[config.mk]
export PLATFORM = sky130hd
export DESIGN_NAME = hdmi_video_timing
export DESIGN_NICKNAME = d
export VERILOG_FILES = /design/src/rtl/hdmi_pkg.sv /design/src/rtl/sig_delay.sv /design/src/rtl/hdmi_video_timing.sv
export SDC_FILE = /design/constraint.sdc
export NUM_CORES = 1
export LEC_CHECK = 0
export BUFFER_PORTS_ARGS = -buffer_cell sky130_fd_sc_hd__buf_2
export CAP_MARGIN = 10
export CORE_MARGIN = 2
export CORE_UTILIZATION = 50
export CTS_CLUSTER_DIAMETER = 120
export DETAILED_ROUTE_END_ITERATION = 6
export MAX_ROUTING_LAYER = met4
export PLACE_DENSITY = 0.81
export SLEW_MARGIN = 20
export SYNTH_ARGS = -nofsm -noshare
export SYNTH_HDL_FRONTEND = slang
export SYNTH_SLANG_ARGS = --single-unit
[constraint.sdc]
create_clock -name clk_pix -period 3.8 [get_ports clk_pix]
set_clock_uncertainty 0.15 [all_clocks]
set_input_delay 0.38 -clock clk_pix [delete_from_list [all_inputs] [get_ports clk_pix]]
set_output_delay 0.38 -clock clk_pix [all_outputs]
set_load 0.03 [all_outputs]
[src/rtl/hdmi_pkg.sv]
// hdmi_pkg: default 1280x720 timing set, pipeline depth and helpers that
// let the clock/reset generator and the timing generator agree on the mode.
package hdmi_pkg;

  localparam int H_ACTIVE_D = 1280;
  localparam int H_FP_D     = 110;
  localparam int H_SYNC_D   = 40;
  localparam int H_BP_D     = 220;

  localparam int V_ACTIVE_D = 720;
  localparam int V_FP_D     = 5;
  localparam int V_SYNC_D   = 5;
  localparam int V_BP_D     = 20;

  localparam bit HS_POL_D   = 1'b1;
  localparam bit VS_POL_D   = 1'b1;
  localparam int PIPE_D     = 2;

  // Total clocks per line or lines per frame.
  function automatic int total(
    input int act,
    input int fp,
    input int sync,
    input int bp
  );
    return act + fp + sync + bp;
  endfunction

  // Counter width with a floor of one bit.
  function automatic int cw(input int n);
    return (n > 1) ? $clog2(n) : 1;
  endfunction

endpackage

[src/rtl/sig_delay.sv]
// sig_delay: W-bit wide, D-deep shift register with per-bit reset value.
// Ports: clk, srst (sync active-high), d in, q out (d delayed D clocks).
module sig_delay #(
  parameter int           W   = 1,
  parameter int           D   = 1,
  parameter logic [W-1:0] RST = '0
) (
  input  logic         clk,
  input  logic         srst,
  input  logic [W-1:0] d,
  output logic [W-1:0] q
);

  logic [W-1:0] sr [D];

  always_ff @(posedge clk) begin
    if (srst) begin
      for (int i = 0; i < D; i++) sr[i] <= RST;
    end else begin
      sr[0] <= d;
      for (int i = 1; i < D; i++) sr[i] <= sr[i-1];
    end
  end

  assign q = sr[D-1];

endmodule

[src/rtl/hdmi_video_timing.sv]
// hdmi_video_timing: raster counters, pixel request stream (req/x/y) and
// hsync/vsync/de delayed PIPE clocks to align with fetched pixel data.
// Ports: clk_pix, srst in; req, x, y, frame_start, line_start,
// hsync, vsync, de out.
module hdmi_video_timing
  import hdmi_pkg::*;
#(
  parameter int H_ACTIVE = H_ACTIVE_D,
  parameter int H_FP     = H_FP_D,
  parameter int H_SYNC   = H_SYNC_D,
  parameter int H_BP     = H_BP_D,
  parameter int V_ACTIVE = V_ACTIVE_D,
  parameter int V_FP     = V_FP_D,
  parameter int V_SYNC   = V_SYNC_D,
  parameter int V_BP     = V_BP_D,
  parameter bit HS_POL   = HS_POL_D,
  parameter bit VS_POL   = VS_POL_D,
  parameter int PIPE     = PIPE_D
) (
  input  logic                    clk_pix,
  input  logic                    srst,
  output logic                    req,
  output logic [cw(H_ACTIVE)-1:0] x,
  output logic [cw(V_ACTIVE)-1:0] y,
  output logic                    frame_start,
  output logic                    line_start,
  output logic                    hsync,
  output logic                    vsync,
  output logic                    de
);

  localparam int HT = total(H_ACTIVE, H_FP, H_SYNC, H_BP);
  localparam int VT = total(V_ACTIVE, V_FP, V_SYNC, V_BP);
  localparam int HW = cw(HT);
  localparam int VW = cw(VT);
  localparam int XW = cw(H_ACTIVE);
  localparam int YW = cw(V_ACTIVE);

  localparam int HS_B = H_ACTIVE + H_FP;
  localparam int HS_E = HS_B + H_SYNC;
  localparam int VS_B = V_ACTIVE + V_FP;
  localparam int VS_E = VS_B + V_SYNC;

  logic [HW-1:0] hcnt;
  logic [VW-1:0] vcnt;
  logic          h_act;
  logic          v_act;
  logic          h_sy;
  logic          v_sy;
  logic          h_end;
  logic          v_end;
  logic          act;
  logic          hs0;
  logic          vs0;
  logic [2:0]    dl;

  // Compare in 32 bits so region bounds equal to the total cannot alias.
  always_comb begin
    h_act = 32'(hcnt) < H_ACTIVE;
    v_act = 32'(vcnt) < V_ACTIVE;
    h_sy  = (32'(hcnt) >= HS_B) && (32'(hcnt) < HS_E);
    v_sy  = (32'(vcnt) >= VS_B) && (32'(vcnt) < VS_E);
    h_end = 32'(hcnt) == HT - 1;
    v_end = 32'(vcnt) == VT - 1;
    act   = h_act & v_act;
  end

  always_ff @(posedge clk_pix) begin
    if (srst) begin
      hcnt        <= '0;
      vcnt        <= '0;
      req         <= 1'b0;
      line_start  <= 1'b0;
      frame_start <= 1'b0;
      x           <= '0;
      y           <= '0;
      hs0         <= ~HS_POL;
      vs0         <= ~VS_POL;
    end else begin
      hcnt <= h_end ? '0 : hcnt + HW'(1);
      if (h_end) vcnt <= v_end ? '0 : vcnt + VW'(1);
      req         <= act;
      line_start  <= act & (hcnt == '0);
      frame_start <= act & (hcnt == '0) & (vcnt == '0);
      if (act) begin
        x <= hcnt[XW-1:0];
        y <= vcnt[YW-1:0];
      end
      // vcnt only moves at hcnt wrap, so vs0 changes at hcnt=0.
      hs0 <= h_sy ? HS_POL : ~HS_POL;
      vs0 <= v_sy ? VS_POL : ~VS_POL;
    end
  end

  sig_delay #(
    .W   (3),
    .D   (PIPE),
    .RST ({~HS_POL, ~VS_POL, 1'b0})
  ) u_dly (
    .clk  (clk_pix),
    .srst (srst),
    .d    ({hs0, vs0, req}),
    .q    (dl)
  );

  assign hsync = dl[2];
  assign vsync = dl[1];
  assign de    = dl[0];

endmodule
==> results by stage, run 1 <==
Setup path:
- The kind of launch point of the worst setup path is a flip-flop.
- The cell type of the slowest stage on the worst timing path is or4_4.
- The kind of capture point of the worst setup path is a flip-flop.
- The category of the most critical setup path is reg2reg.
- For the worst setup path, the data required time is 3.89 ns.
- The largest fanout of any net on the critical path is 9.
- Data arrives at the worst endpoint at 2.47 ns.
- Walking the worst path, the cells encountered are or4_4 > or3_1 > or4_1 > a21oi_1.
- The biggest cell delay along the critical path is 0.58 ns.

Synth:
- Sorting the synthesized cells by how often they occur yields dfxtp_1 (53), nand2b_1 (38), nor2_1 (23).
- The Yosys warning count is 0.
- The netlist uses 41 different library cells.
- Among all flip-flop cells after synthesis, the most frequent one is dfxtp_1.
- After synthesis the netlist holds a flip-flop and latch count of 53.
- The share of synthesized area in the top cell type comes to 44.3%.
- The synthesized netlist net count is 275.
- The per-instance average area after synthesis is 9.00 sq um.
- The synthesized instance count is 266.
- Summed over all instances, the cell type with the most area after synthesis is dfxtp_1.
- By area the synthesized netlist is led by dfxtp_1 (44%), nand2b_1 (9.9%), mux2i_1 (7.9%).
- After synthesis the cells add up to 2390 sq um.
- Sequential elements use 44.3% of the synthesized area.
- The number of synthesized flops with an enable pin is 0.
- Yosys instantiated no cell more often than dfxtp_1.
- Counting flops with an async set or reset pin after synthesis yields a share of 0%.

Power:
- The register share of total power is 59.0%.
- Summed over all nets, the switching power comes to 0.222 mW.
- Across the VDD grid, the largest voltage drop is 0.252 mV.
- The total leakage power is 1.08 nW.
- The internal power is 0.755 mW.
- Total power for the finished layout comes to 0.977 mW.
- The switching share of total power is 22.7%.
- Per report_power, the combinational group accounts for 6.1% of the total.
- In this run, the clock network consumes 34.9% of the power.
- Dividing total power by cell area gives a power density of 371 nW/um^2.

Cells and area:
- The final-layout fill cell count is 438.
- At the end of the flow, the number of nets in the layout was 295.
- The number of antenna diodes in the final layout is 0.
- The finished layout cell area is 2640 sq um.
- In the final layout, the share of cells above drive strength 1 is 13.9%.
- The number of standard cells in the final layout excluding fillers is 341.
- The post-synthesis to final-layout area growth is 10.1%.
- Once layout is complete, the utilization of the core stands at 56.6%.

Clock network:
- The maximum level of the CTS H-tree is 2.
- The CTS tree is built.
- The number of gates resized after CTS was 0.
- The clock transition at the registers of the reported paths is 0.09 ns.
- The clock passes through at most 2 buffers.
- For this design, the sink count on the clock tree is 53.
- The number of buffers inserted by hold repair at cts is 0.
- The root buffer cell chosen for the clock tree is clkbuf_8.
- After clock tree synthesis, the setup repair step added 0 buffers.
- The number of buffers created by CTS is 5.
- At the later pin of the worst-skew pair, clock insertion delay measures 0.30 ns.

Routing:
- After detailed routing, the wire length on met1 is 2.06 mm.
- After detailed routing, the average wire length per cell comes to 12.9 microns.
- Across all layers, the routed design uses 1838 vias.
- In this run, the number of DRC markers left after iteration 0 of detailed routing was 108.
- The detail route stage leaves a number of antenna-violating nets equal to 0.
- The topmost layer with routed signal wires is met4.
- The routed wire length is 4.38 mm.
- For this run, design rule violations remaining after detail routing come to 0.
- The first detailed-routing pass took 4 iterations.
- The routed design uses 2.11 mm of met2 wire.
- The number of vias per cell after detailed routing is 5.39.
- Summed over all nets, wire length on met3 after detailed routing comes to 138 microns.

Die:
- Once the floorplan was initialized, standard cells occupied 51.4% of the core.
- The die is 73.2 microns tall.
- The region available for standard cell placement spans 4660 sq um.
- Measured along the x axis, the die boundary spans 73.2 microns.
- The full die area is 5360 sq um.
- The number of top-level design ports is 29.
- The initialized floorplan defines 25 standard-cell rows.

Timing:
- The period utilization is 62.7%.
- The tightest hold margin is 0.294 ns.
- The time the final worst path needs with I/O delays and setup is 2.38 ns.
- The achievable frequency is 0.420 GHz.
- Setup repair after global routing left no endpoint under its margin.
- The count of final max-slew check failures is 0.
- The number of setup violations in the final report is 0.
- The post-route setup TNS is 0 ns.
- The number of hold violations in the final report was 0.
- The transition time at the pin with the least slew margin is 0.924 ns.
- The worst setup slack after layout is 1.42 ns.
- In this run the tightest slew margin relative to its limit is 38.4%.

Placed design:
- At the end of routability-driven placement, the weighted congestion stood at 0.843.
- Timing analysis after detailed placement gives a worst setup slack of 1.45 ns.
- In this run the cell area measured after placement is 2530 sq um.
- The number of placed instances, taps included is 333.
- Buffers placed on the I/O ports in this run total 28.
- The HPWL after detailed placement is 2.97 mm.

Global route:
- Global routing used 18.8% of the available tracks.
- The via count of the first global-routing pass was 1725.
- The first global-routing pass estimated 7.71 mm of wire.
- The maximum number of pins on one net before global-route repair is 55.
- For this run the aggregate overflow at the end of global routing stands at 0.
- The number of antenna violations at the first check in global routing is 0.

Outcome:
- The run finished with clean final reports.

Job:
- The number of maximum-capacitance violations is 0.

Hold path:
- The min-delay analysis places its worst path in the category reg2reg.
## flip-flops by register name, summed over array words and instances, names as in the netlist
signal / count
hcnt: 11
x: 11
y: 10
req: 1
line_start: 1
vs0: 1
frame_start: 1
u_dly.sr: 6
hs0: 1
vcnt: 10
## kinds of logic (layout without fill, tap and decap cells)
kind of cell	count (synthesis)	after routing	synth area share [%]
and+or+nand+nor	127	127	29.5
DFF	53	53	44.3
AOI/OAI and AO/OA	27	27	6.90
buffers and inverters	23	44	4.02
muxes	19	19	7.95
xor gates and xnor gates	10	10	3.66
adders and majority gates	7	7	3.66
## power by group through the flow
stage               clock, mW  sequential [mW]  combinational (mW)
floorplan                   0            0.599              0.0376
global placement            0            0.589              0.0585
detailed placement          0            0.589              0.0598
CTS                     0.352            0.576              0.0598
global route            0.372            0.579              0.0667
finish                  0.341            0.577              0.0591
## metal layers
| metal | up-vias | track usage [%] |
|---|---|---|
| met4 | 0 | 7.82 |
| met1 | 858 | 23.2 |
| met2 | 33 | 29.7 |
| met5 | - | - |
| li1 | 938 | - |
| met3 | 9 | 4.14 |
## area by class of cell
type,count,area [sq um],area share (%)
timing repair buffer,28,140,5.32
clock buffer,7,96.3,3.65
clock inverter,1,5.00,0.190
sequential,53,1060,40.2
multi-input combinational,190,1240,46.9
inverter,8,30.0,1.14
tap,54,67.6,2.56
## critical path: cells and delay by family, from the launching register on
family	cells	cell delay (ns)
compound gates	1	0.14
flops	1	0.39
simple gates	3	1.63
## worst paths after layout
path	slack (ns)	endpoint	cells past startpoint	start
max	1.42	vcnt[9]	4	hcnt[2]
max reg2reg	1.42	vcnt[9]	4	hcnt[2]
min reg2reg	0.29	u_dly.sr[0][3]	1	u_dly.sr[0][0]
min	0.29	u_dly.sr[0][3]	1	u_dly.sr[0][0]
## layout by cell type (no fill, tap or decap), drive strengths merged, types with 2 or more instances in the layout
cell	n
clkbuf	7
nand3b	2
nor2b	8
or3	4
inv	8
nand3	7
or2	3
nand4	5
o21ai	6
a31oi	3
nand2	15
nor3	7
dfxtp	53
o31ai	3
xor2	3
nor2	23
a21oi	8
nand2b	38
nor4	3
ha	7
buf	28
mux2i	19
and2	2
xnor2	7
or4	5
No activity file was read; power rests on OpenSTA's default activity.
==> run 2: changes to the inputs <==
ABC_AREA = 1   (was not set)
PLACE_DENSITY = 0.84   (was 0.81)
clock period = 2.05 ns   (was 3.8 ns; I/O delays follow)
==> results by stage, run 2 <==
Setup path:
- The reg2reg setup slack is 0.24 ns (was 1.42 ns).
- The worst reg2reg path startpoint is hcnt[0] (was hcnt[2]).
- The kind of cell with the highest combined delay on the critical path is simple AND/OR/NAND/NOR gates (unchanged).
- The biggest cell delay along the critical path was 0.50 ns (was 0.58 ns).
- The largest fanout of any net on the critical path is 14 (was 9).
- The kind of capture point of the worst setup path is a flip-flop (unchanged).
- Cell chain of the critical path: ha_1 > nand2_1 > nor2_1 > nand3_2 > nand2_4 > nand2_2 > nand2_1 > nor2_1 (was or4_4 > or3_1 > or4_1 > a21oi_1).
- The cell type of the slowest stage on the worst timing path is dfxtp_1 (was or4_4).
- The number of buffer and inverter instances along the worst setup path is 0 (unchanged).
- The category of the most critical setup path was reg2reg (unchanged).
- The arrival time at the worst endpoint was 1.88 ns (was 2.47 ns).
- The required time at the endpoint of the critical path came to 2.12 ns (was 3.89 ns).
- The kind of launch point of the worst setup path was a flip-flop (unchanged).
- The launching instance or port of the critical path was hcnt[0] (was hcnt[2]).

Routing:
- The number of optimization iterations in the first detailed-route pass was 4 (unchanged).
- The routed wire length is 5.49 mm (was 4.38 mm).
- The wire length per cell is 12.2 microns (was 12.9 microns).
- The number of nets still failing antenna checks after routing is 0 (unchanged).
- The total vias in the final route is 2321 (was 1838).
- The final routed DRC violation total was 0 (unchanged).
- The DRC violation total after the first TritonRoute iteration is 175 (was 108).
- The number of vias per cell after detailed routing is 5.17 (was 5.39).

Cells and area:
- The final-layout fill cell count is 484 (was 438).
- Highest-count cells in the layout ignoring fill and taps: nand2_1 (75), dfxtp_1 (53), nor2_1 (47) (was dfxtp_1 (53), nand2b_1 (38), buf_2 (28)).
- The area used by sequential logic in the layout is 1060 sq um (unchanged).
- The area occupied by multi-input gates came to 1210 sq um (was 1240 sq um).
- The final antenna diode count was 0 (unchanged).
- The post-synthesis to final-layout area growth was 9.28% (was 10.1%).
- The share of final-layout standard cells stronger than drive strength 1 is 15.6% (was 13.9%).
- The final layout net count is 387 (was 295).
- The most common cell after layout, fill and taps aside was nand2_1 (was dfxtp_1).
- Top Registers: hcnt (11), x (11) (unchanged).

Global route:
- The number of antenna violations at the first check in global routing was 0 (unchanged).
- The total global routing track utilization is 20.6% (was 18.8%).
- The via count of the first global-routing pass is 2022 (was 1725).
- The maximum number of pins on one net before global-route repair is 32 (was 55).
- The aggregate global routing overflow came to 0 (unchanged).
- The wire length of the first global-routing pass is 8.81 mm (was 7.71 mm).

Synth:
- The synthesized instance count is 357 (was 266).
- Top cells by count, synth: nand2_1 (75), dfxtp_1 (53), nor2_1 (47) (was dfxtp_1 (53), nand2b_1 (38), nor2_1 (23)).
- The per-instance average area after synthesis is 7.18 sq um (was 9.00 sq um).
- The Yosys warning count is 0 (unchanged).
- The area of the mapped netlist was 2560 sq um (was 2390 sq um).
- The most frequently used flop master after synthesis is dfxtp_1 (unchanged).
- The cell with the most instances after synthesis is nand2_1 (was dfxtp_1).
- The most area-hungry cell type in the Yosys netlist is dfxtp_1 (unchanged).
- The synthesized flop and latch total was 53 (unchanged).
- The share of synthesized flip-flops with an asynchronous set or reset is 0% (unchanged).
- Leading cell types by total area after synthesis: dfxtp_1 (41%), nand2_1 (11%), nand4_1 (7.8%) (was dfxtp_1 (44%), nand2b_1 (9.9%), mux2i_1 (7.9%)).
- The number of different library cells in the post-synthesis netlist is 27 (was 41).
- The number of synthesized flops with an enable pin is 0 (unchanged).
- The top-area cell type share of the netlist area was 41.4% (was 44.3%).
- The post-synthesis sequential area ratio came to 41.4% (was 44.3%).
- The synthesized netlist net count is 366 (was 275).

Timing:
- The number of setup violations in the final report is 0 (unchanged).
- RSZ-0062 raised after global routing: no (unchanged).
- The count of final max-slew check failures is 0 (unchanged).
- The period utilization is 88.3% (was 62.7%).
- The relative slew slack is 72.5% (was 38.4%).
- The transition time at the pin with the least slew margin is 0.412 ns (was 0.924 ns).
- The time the final worst path needs with I/O delays and setup is 1.81 ns (was 2.38 ns).
- The achievable frequency came to 0.553 GHz (was 0.420 GHz).
- The number of hold violations in the final report is 0 (unchanged).
- The post-route setup TNS came to 0 ns (unchanged).

Placed design:
- The placer's final routability congestion estimate is 0.929 (was 0.843).
- The half-perimeter wire length after placement is 3.99 mm (was 2.97 mm).
- The number of buffer cells added on primary ports is 28 (unchanged).

Outcome:
- Run status: completed (unchanged).

Power:
- The share of power burned in the clock network is 34.0% (was 34.9%).
- The switching share of total power is 24.3% (was 22.7%).
- The register share of total power is 61.0% (was 59.0%).
- The total leakage power is 1.20 nW (was 1.08 nW).
- The internal power is 1.31 mW (was 0.755 mW).
- The maximum VDD drop is 0.283 mV (was 0.252 mV).
- The net switching power of the design is 0.421 mW (was 0.222 mW).
- The total power draw came to 1.73 mW (was 0.977 mW).
- The power per unit of standard cell area is 618 nW/um^2 (was 371 nW/um^2).
- The combinational fraction of design power came to 5.0% (was 6.1%).

Job:
- The number of maximum-capacitance violations is 0 (unchanged).

Die:
- The core box area came to 5010 sq um (was 4660 sq um).
- The starting density of the core is 51.1% (was 51.4%).
- The number of top-level design ports came to 29 (unchanged).
- The total number of placement rows is 26 (was 25).
- The die span in y is 75.6 microns (was 73.2 microns).
- The full die area is 5710 sq um (was 5360 sq um).
- The die span in x is 75.6 microns (was 73.2 microns).

Clock network:
- The number of buffers created by CTS is 5 (unchanged).
- The CTS tree is built (unchanged).
- The maximum clock path buffer count is 2 (unchanged).
- The clock transition at the registers of the reported paths was 0.10 ns (was 0.09 ns).
- The post-CTS setup repair buffer count was 0 (unchanged).
- The clock network latency to the later pin of the worst-skew pair was 0.31 ns (was 0.30 ns).
- The cell at the root of the clock tree is clkbuf_8 (unchanged).
- The number of clock sinks is 53 (unchanged).
- The post-cts resize count is 0 (unchanged).
- The maximum level of the CTS H-tree is 2 (unchanged).
- The number of buffers inserted by hold repair at cts is 0 (unchanged).

Hold path:
- The class of the most critical hold timing path is in2reg (was reg2reg).
- The startpoint of the most critical hold path is srst (was u_dly.sr[0][0]).
[run 2: path summary, 6_finish.rpt]
check	endpoint	cells after the start
worst max register to register	vcnt[7]	8
worst min-delay path	vs0	4
worst min register to register	u_dly.sr[0][2]	2
worst max-delay path	vcnt[7]	8
[run 2: logic make-up after synthesis]
family | after synthesis | share of synthesized area (%)
AO/OA/AOI/OAI | 40 | 8.15
XOR/XNOR | 2 | 0.684
adder cells (fa/ha/maj) | 7 | 3.42
buffers and inverters | 65 | 11.2
flip-flops | 53 | 41.4
AND/OR/NAND/NOR | 190 | 35.1
[run 2: cell type report]
type                            count  share of cell area [%]
Inverter                           46                    6.17
Tap cell                           70                    3.13
Clock buffer                        6                    2.59
Sequential cell                    53                    37.9
Clock inverter                      2                   0.536
Timing Repair Buffer               33                    6.34
Multi-Input combinational cell    239                    43.3
[run 2: metal layers]
metal  part of all wire, %  global-route usage, %
met4                   1.3                   5.85
met1                    47                   25.4
met2                    46                   34.2
met3                   5.6                   3.97
met5                     0                      -
[run 2: power by group through the flow]
stage	logic [mW]	clock network (mW)	registers, mW
after floorplan	0.0479	0	1.09
after global placement	0.0854	0	1.08
after detailed placement	0.0871	0	1.08
after CTS	0.0874	0.597	1.05
after global routing	0.0959	0.634	1.06
final	0.0868	0.589	1.05
[run 2: metrics by stage]
stage	hold slack, ns	std cells	cell area (sq um)	setup slack (ns)	utilization, %
after floorplan	0.232	357	2560	0.592	-
after global placement	0.239	441	2710	0.250	54.1
after detailed placement	0.245	441	2710	0.238	54.1
after CTS	0.152	449	2800	0.222	55.9
after global routing	0.182	449	2800	0.111	55.9
final	0.164	449	2800	0.240	55.9
[run 2: worst register-to-register path, stage by stage, from the launching register on]
cell	delay [ns]
dfxtp_1	0.50
ha_1	0.26
nand2_1	0.07
nor2_1	0.17
nand3_2	0.15
nand2_4	0.19
nand2_2	0.12
nand2_1	0.09
nor2_1	0.04
